`src/rtl/c_stream_receiver.sv`:
```
// Serial C-matrix stream receiver: synchronizes the bit stream, rebuilds one frame and drains it
// element by element through a valid/ready port while the next frame is being captured.
module c_stream_receiver #(
  parameter int unsigned ACCW        = 32,
  parameter int unsigned ROWS        = 4,
  parameter int unsigned COLS        = 4,
  parameter int unsigned SYNC_STAGES = 2
) (
  input  logic                          clk,
  input  logic                          rst_n,
  input  logic                          serial_clk,
  input  logic                          serial_data,
  input  logic                          frame_sync,
  output logic                          out_valid,
  input  logic                          out_ready,
  output logic [ACCW-1:0]               out_data,
  output logic [$clog2(ROWS*COLS)-1:0]  out_index,
  output logic                          frame_done,
  output logic                          frame_err,
  output logic                          overflow
);

  localparam int unsigned Elems = ROWS * COLS;
  localparam int unsigned N     = Elems * ACCW;
  localparam int unsigned IdxW  = $clog2(Elems);
  localparam int unsigned CntW  = $clog2(N + 1);

  localparam logic [1:0] StIdle     = 2'd0;
  localparam logic [1:0] StRecv     = 2'd1;
  localparam logic [1:0] StComplete = 2'd2;

  logic [SYNC_STAGES-1:0] sclk_sync_q, data_sync_q, fsync_sync_q;
  logic                   sclk_prev_q;
  logic                   sclk_s, data_s, fsync_s, strobe;
  logic                   armed_q, armed_d;

  logic [1:0]      state_q, state_d;
  logic [CntW-1:0] cnt_q, cnt_d;
  logic [N-1:0]    shift_q, shift_d, shift_in;
  logic            handoff;

  logic [N-1:0]    hold_q, hold_d;
  logic            full_q, full_d;
  logic [IdxW-1:0] idx_q, idx_d;
  logic            done_q, done_d, err_q, err_d, ovf_q, ovf_d;
  logic            accept, last_accept, buf_free;

  // Sync stage resets high so a frame already in flight at reset release is not armed on.
  always_ff @(posedge clk or negedge rst_n) begin
    if (!rst_n) begin
      sclk_sync_q  <= '0;
      data_sync_q  <= '0;
      fsync_sync_q <= '1;
      sclk_prev_q  <= 1'b0;
    end else begin
      sclk_sync_q  <= {sclk_sync_q[SYNC_STAGES-2:0], serial_clk};
      data_sync_q  <= {data_sync_q[SYNC_STAGES-2:0], serial_data};
      fsync_sync_q <= {fsync_sync_q[SYNC_STAGES-2:0], frame_sync};
      sclk_prev_q  <= sclk_sync_q[SYNC_STAGES-1];
    end
  end

  assign sclk_s   = sclk_sync_q[SYNC_STAGES-1];
  assign data_s   = data_sync_q[SYNC_STAGES-1];
  assign fsync_s  = fsync_sync_q[SYNC_STAGES-1];
  assign strobe   = sclk_s & ~sclk_prev_q;
  assign armed_d  = armed_q | ~fsync_s;
  assign shift_in = {shift_q[N-2:0], data_s};

  always_comb begin
    state_d = state_q;
    cnt_d   = cnt_q;
    shift_d = shift_q;
    err_d   = 1'b0;
    handoff = 1'b0;
    case (state_q)
      StIdle: begin
        if (armed_q && strobe && fsync_s) begin
          shift_d = {{(N-1){1'b0}}, data_s};
          cnt_d   = CntW'(1);
          state_d = StRecv;
        end
      end
      StRecv: begin
        if (!fsync_s) begin
          shift_d = '0;
          cnt_d   = '0;
          err_d   = 1'b1;
          state_d = StIdle;
        end else if (strobe) begin
          shift_d = shift_in;
          if (cnt_q == CntW'(N - 1)) begin
            handoff = 1'b1;
            cnt_d   = '0;
            state_d = StComplete;
          end else begin
            cnt_d = cnt_q + CntW'(1);
          end
        end
      end
      StComplete: begin
        if (!fsync_s) state_d = StIdle;
      end
      default: state_d = StIdle;
    endcase
  end

  assign accept      = full_q & out_ready;
  assign last_accept = accept && (idx_q == IdxW'(Elems - 1));
  assign buf_free    = ~full_q | last_accept;

  // The final bit goes straight from the shifter input into the hold buffer on the same edge.
  always_comb begin
    hold_d = hold_q;
    full_d = full_q;
    idx_d  = idx_q;
    done_d = 1'b0;
    ovf_d  = 1'b0;
    if (accept) begin
      if (last_accept) begin
        full_d = 1'b0;
        idx_d  = '0;
      end else begin
        idx_d = idx_q + IdxW'(1);
      end
    end
    if (handoff) begin
      if (buf_free) begin
        hold_d = shift_in;
        full_d = 1'b1;
        idx_d  = '0;
        done_d = 1'b1;
      end else begin
        ovf_d = 1'b1;
      end
    end
  end

  always_ff @(posedge clk or negedge rst_n) begin
    if (!rst_n) begin
      armed_q <= 1'b0;
      state_q <= StIdle;
      cnt_q   <= '0;
      shift_q <= '0;
      hold_q  <= '0;
      full_q  <= 1'b0;
      idx_q   <= '0;
      done_q  <= 1'b0;
      err_q   <= 1'b0;
      ovf_q   <= 1'b0;
    end else begin
      armed_q <= armed_d;
      state_q <= state_d;
      cnt_q   <= cnt_d;
      shift_q <= shift_d;
      hold_q  <= hold_d;
      full_q  <= full_d;
      idx_q   <= idx_d;
      done_q  <= done_d;
      err_q   <= err_d;
      ovf_q   <= ovf_d;
    end
  end

  assign out_valid  = full_q;
  assign out_data   = full_q ? hold_q[idx_q*ACCW +: ACCW] : '0;
  assign out_index  = idx_q;
  assign frame_done = done_q;
  assign frame_err  = err_q;
  assign overflow   = ovf_q;

endmodule

```
`config.mk`:
```
export PLATFORM = sky130hd
export DESIGN_NAME = c_stream_receiver
export DESIGN_NICKNAME = d
export VERILOG_FILES = /design/src/rtl/c_stream_receiver.sv
export SDC_FILE = /design/constraint.sdc
export NUM_CORES = 2
export LEC_CHECK = 0
export CORE_ASPECT_RATIO = 0.8
export CORE_MARGIN = 2
export CORE_UTILIZATION = 37
export CTS_BUF_LIST = sky130_fd_sc_hd__clkbuf_8
export CTS_CLUSTER_DIAMETER = 30
export DETAILED_ROUTE_END_ITERATION = 10
export SETUP_SLACK_MARGIN = 0.4
export SLEW_MARGIN = 20
export SYNTH_ARGS = -nofsm -noshare
export SYNTH_HDL_FRONTEND = slang
export SYNTH_SLANG_ARGS = --single-unit
```
`constraint.sdc`:
```
create_clock -name clk -period 2.7 [get_ports clk]
set_input_delay 0.54 -clock clk [delete_from_list [all_inputs] [get_ports clk]]
set_output_delay 0.54 -clock clk [all_outputs]
set_load 0.03 [all_outputs]
```
==> out/results.tsv <==
stage	metric	value	unit
timing	relative slew slack	49.7	%
logic_synthesis	top cell type's share of synthesized area	59.0	%
drt	Iter 0 DRT Violations	2471	
finish	FILL cells	10700	
global_routing	first-pass GRT wire length	187000	um
logic_synthesis	syn nets	3788	
global_routing	largest net degree at the start of global routing	133	
global_routing	vias in the first global route	30100	
clock_tree	H-tree depth	4	
outcome	failing checks	setup timing	
logic_synthesis	fraction of registers with async set/reset	100	%
timing	Final Worst Setup Slack	-804	ps
critical_path	slowest CP cell	dfrtp_4	
logic_synthesis	post-synthesis register bit count	1051	
floorplanning	I/O pin count	46	
timing	fmax	285	MHz
global_routing	initial antenna violation count	6	
timing	final hold viol count	0	
timing	# setup viols final	519	
drt	DRC Markers	0	
logic_synthesis	Syn Inst Count	3780	
drt	post-DR vias/cell	5.21	
logic_synthesis	Avg Cell Area, Syn	11.8	um^2
global_routing	Total Routing Usage GR	19.8	%
logic_synthesis	post-synthesis sequential area ratio	59.2	%
critical_path	Worst setup EP type	output pin	
critical_path	critical-path cell list	buf_12, buf_12, buf_12, mux2i_1, a22oi_2, buf_4, nand2_2, a21oi_4, buf_6	
logic_synthesis	Area contributors post-synth	dfrtp_1 (59%), mux2_2 (13%), nand2_1 (9.1%)	
placement	placed inst area	0.0479	mm^2
floorplanning	Die Ht	314	um
drt	drt wl/cell	21.2	um
hold_path	Min-Delay Path Class	primary input to register	
clock_tree	clock sink count	1051	
floorplanning	# rows	113	
logic_synthesis	simple-gate share of the synthesized area	15.5	%
finish	Synth-to-Final Area Change	22.8	%
logic_synthesis	Yosys cell types	45	
timing	RSZ-0062 raised after global routing	yes	
floorplanning	Die W	392	um
floorplanning	Initial Utilization	37.4	%
critical_path	crit-path most repeated cell	buf_12	
placement	# port buffers	45	
global_routing	GRT overflow	0	
logic_synthesis	Synth area leader	dfrtp_1	
critical_path	critical path class	register to output pin	
clock_tree	CTS tree	done	
logic_synthesis	Adder-Cell Fraction of Synth Area	0.0563	%
placement	hpwl dp	73800	um
logic_synthesis	Top FF cell, synth	dfrtp_1	
logic_synthesis	Synth Area in XOR/XNOR	0.0197	%
finish	layout cells sized above 1	32.0	%
logic_synthesis	top-count cell post-synth	nand2_1	
finish	post-route cell area	0.0546	mm^2
run	Max-cap violations	0	
timing	final clock skew	35.1	ps
timing	Worst Tran Pin Value	755	ps
outcome	status	finished, violations left	
critical_path	worst endpoint required time	2160	ps
clock_tree	CTS root buffer	clkbuf_8	
timing	Pins Over Slew Limit	0	
logic_synthesis	Post-Synthesis Cell Area	0.0445	mm^2
critical_path	crit path max fanout	16	
logic_synthesis	number of enable flip-flop cells after synthesis	0	
placement	RePlAce Congestion	0.780	
timing	fin crit period	3500	ps
logic_synthesis	Synth top cells by count	nand2_1 (1073), dfrtp_1 (1049), nand3_1 (517)	
clock_tree	Num CTS Buffers	174	
clock_tree	Worst-path clk slew	70	ps
finish	fin nets	4008	
logic_synthesis	compound-cell area share of the yosys netlist	1.63	%
critical_path	startpoint types	register	
drt	final WL	122000	um
logic_synthesis	post-synthesis mux area share	20.1	%
clock_tree	Skew-Pair Late Insertion Delay	870	ps
floorplanning	core area	0.119	mm^2
clock_tree	CTS Buffer Depth	3	
drt	number of antenna-violating nets in the routed design	0	
finish	Final Non-Filler Cells	5742	
logic_synthesis	Yosys warning total	0	
logic_synthesis	main combinational cell family by area after synthesis	multiplexers	
power	Cell Pwr Density	744	mW/mm^2
drt	TritonRoute pass-1 iters	6	
floorplanning	Die Area	0.123	mm^2
power	Worst IR Drop VDD	495	uV
power	leak pwr	28.0	nW
drt	Vias	29900	
timing	setup TNS	-70660	ps
placement	placed cells	5325	
critical_path	Crit path largest cell delay	510	ps
timing	fin crit share	130	%
critical_path	critical path arrival	2960	ps
[cell families (layout without fill, tap and decap cells)]
kind of cell / count (synthesis) / after routing
xor gates and xnor gates: 1 / 1
adders and majority gates: 2 / 2
DFF: 1051 / 1051
buffers and inverters: 283 / 632
and+or+nand+nor: 1632 / 1632
muxes: 704 / 704
AOI/OAI and AO/OA: 107 / 107
other: 0 / 3
[per-stage QoR]
step | utilization, % | hold WS (ps) | total power [mW] | setup WS, ps
final | 45.9 | 106 | 40.6 | -804
after global routing | 45.9 | 91.5 | 42.0 | -855
after CTS | 45.1 | 21.4 | 40.6 | -844
after detailed placement | 40.3 | 338 | 23.9 | -51.3
after global placement | 40.3 | 334 | 23.9 | -24.4
after floorplan | - | 244 | 20.1 | 408
[area by class of cell]
cell class	instances	area (um^2)	share of cell area, %
Clock inverter	81	682	1.25
Inverter	2	7.51	0.0137
Tap cell	1610	2010	3.69
Multi-Input combinational cell	2446	17600	32.3
Timing Repair Buffer	325	4860	8.90
Antenna cell	3	7.51	0.0137
Clock buffer	224	3080	5.65
Sequential cell	1051	26300	48.2
[report_power, final]
| group | internal (mW) | switching [mW] | total, mW |
|---|---|---|---|
| combinational | 3.95 | 5.60 | 9.55 |
| sequential | 15.8 | 0.107 | 15.9 |
| clock | 8.49 | 6.67 | 15.2 |
[cell usage in the layout (no fill, tap or decap), types with 7 or more instances in the layout]
cell type and n:
nand2_1 1060, dfrtp_1 1045, nand3_1 517, mux2_2 488, clkbuf_8 224, buf_4 115
mux4_2 100, buf_12 90, mux2i_1 60, buf_6 47, inv_1 40, buf_16 37
mux2_4 24, mux2i_4 20, a21oi_1 15, clkinv_2 14, nand2_2 13, buf_8 13
a21oi_4 12, mux2i_2 12, clkinvlp_4 11, bufinv_16 11, o22ai_2 10, a311oi_2 9
o21ai_0 9, clkbuf_16 9, o22ai_4 8, o2111ai_2 8, a22oi_1 7, a22oi_2 7
clkdlybuf4s50_1 7
[worst paths after layout]
kind | from | to | slack (ps) | cells after the start
min reg2reg | sclk_sync_q[0] | sclk_sync_q[1] | 350 | 0
max | out_index[0] | out_data[9] | -800 | 9
min | frame_sync | fsync_sync_q[0] | 110 | 1
max reg2reg | out_index[0] | hold_q[406] | -190 | 15
min in group asynchronous | rst_n | shift_q[120] | 150 | 2
max in group asynchronous | rst_n | fsync_sync_q[1] | 1490 | 4
[flip-flops by register name, summed over array words and instances (netlist names)]
register	flops
fsync_sync_q	2
out_valid	1
state_q	2
frame_done	1
armed_q	1
shift_q	511
sclk_prev_q	1
frame_err	1
cnt_q	10
overflow	1
sclk_sync_q	2
data_sync_q	2
hold_q	512
out_index	4
[repair_timing]
action                                  CTS  global route
hold endpoints to repair                336             0
buffers inserted                         45            25
hold buffers                              1             0
cloned                                   25            13
endpoints found under the setup margin  552           645
gates resized for setup                 204            75
pin swaps                                31            23
[worst max-delay path: cells and delay by family, from the launching register on]
kind            cells  cell delay [ps]
buf+inv             5              820
compound gates      2              580
flops               1              510
mux                 1              120
simple gates        1               70
[metal layers]
| metal | routed length [um] | GRT usage (%) | share of wire (%) |
|---|---|---|---|
| met1 | 61500 | 31.8 | 51 |
| met2 | 49200 | 26.0 | 40 |
| met3 | 8650 | 4.83 | 7.1 |
| met4 | 2380 | 5.98 | 2.0 |
| met5 | 31 | 0 | 0.025 |
Power figures use the tool's default switching activity.
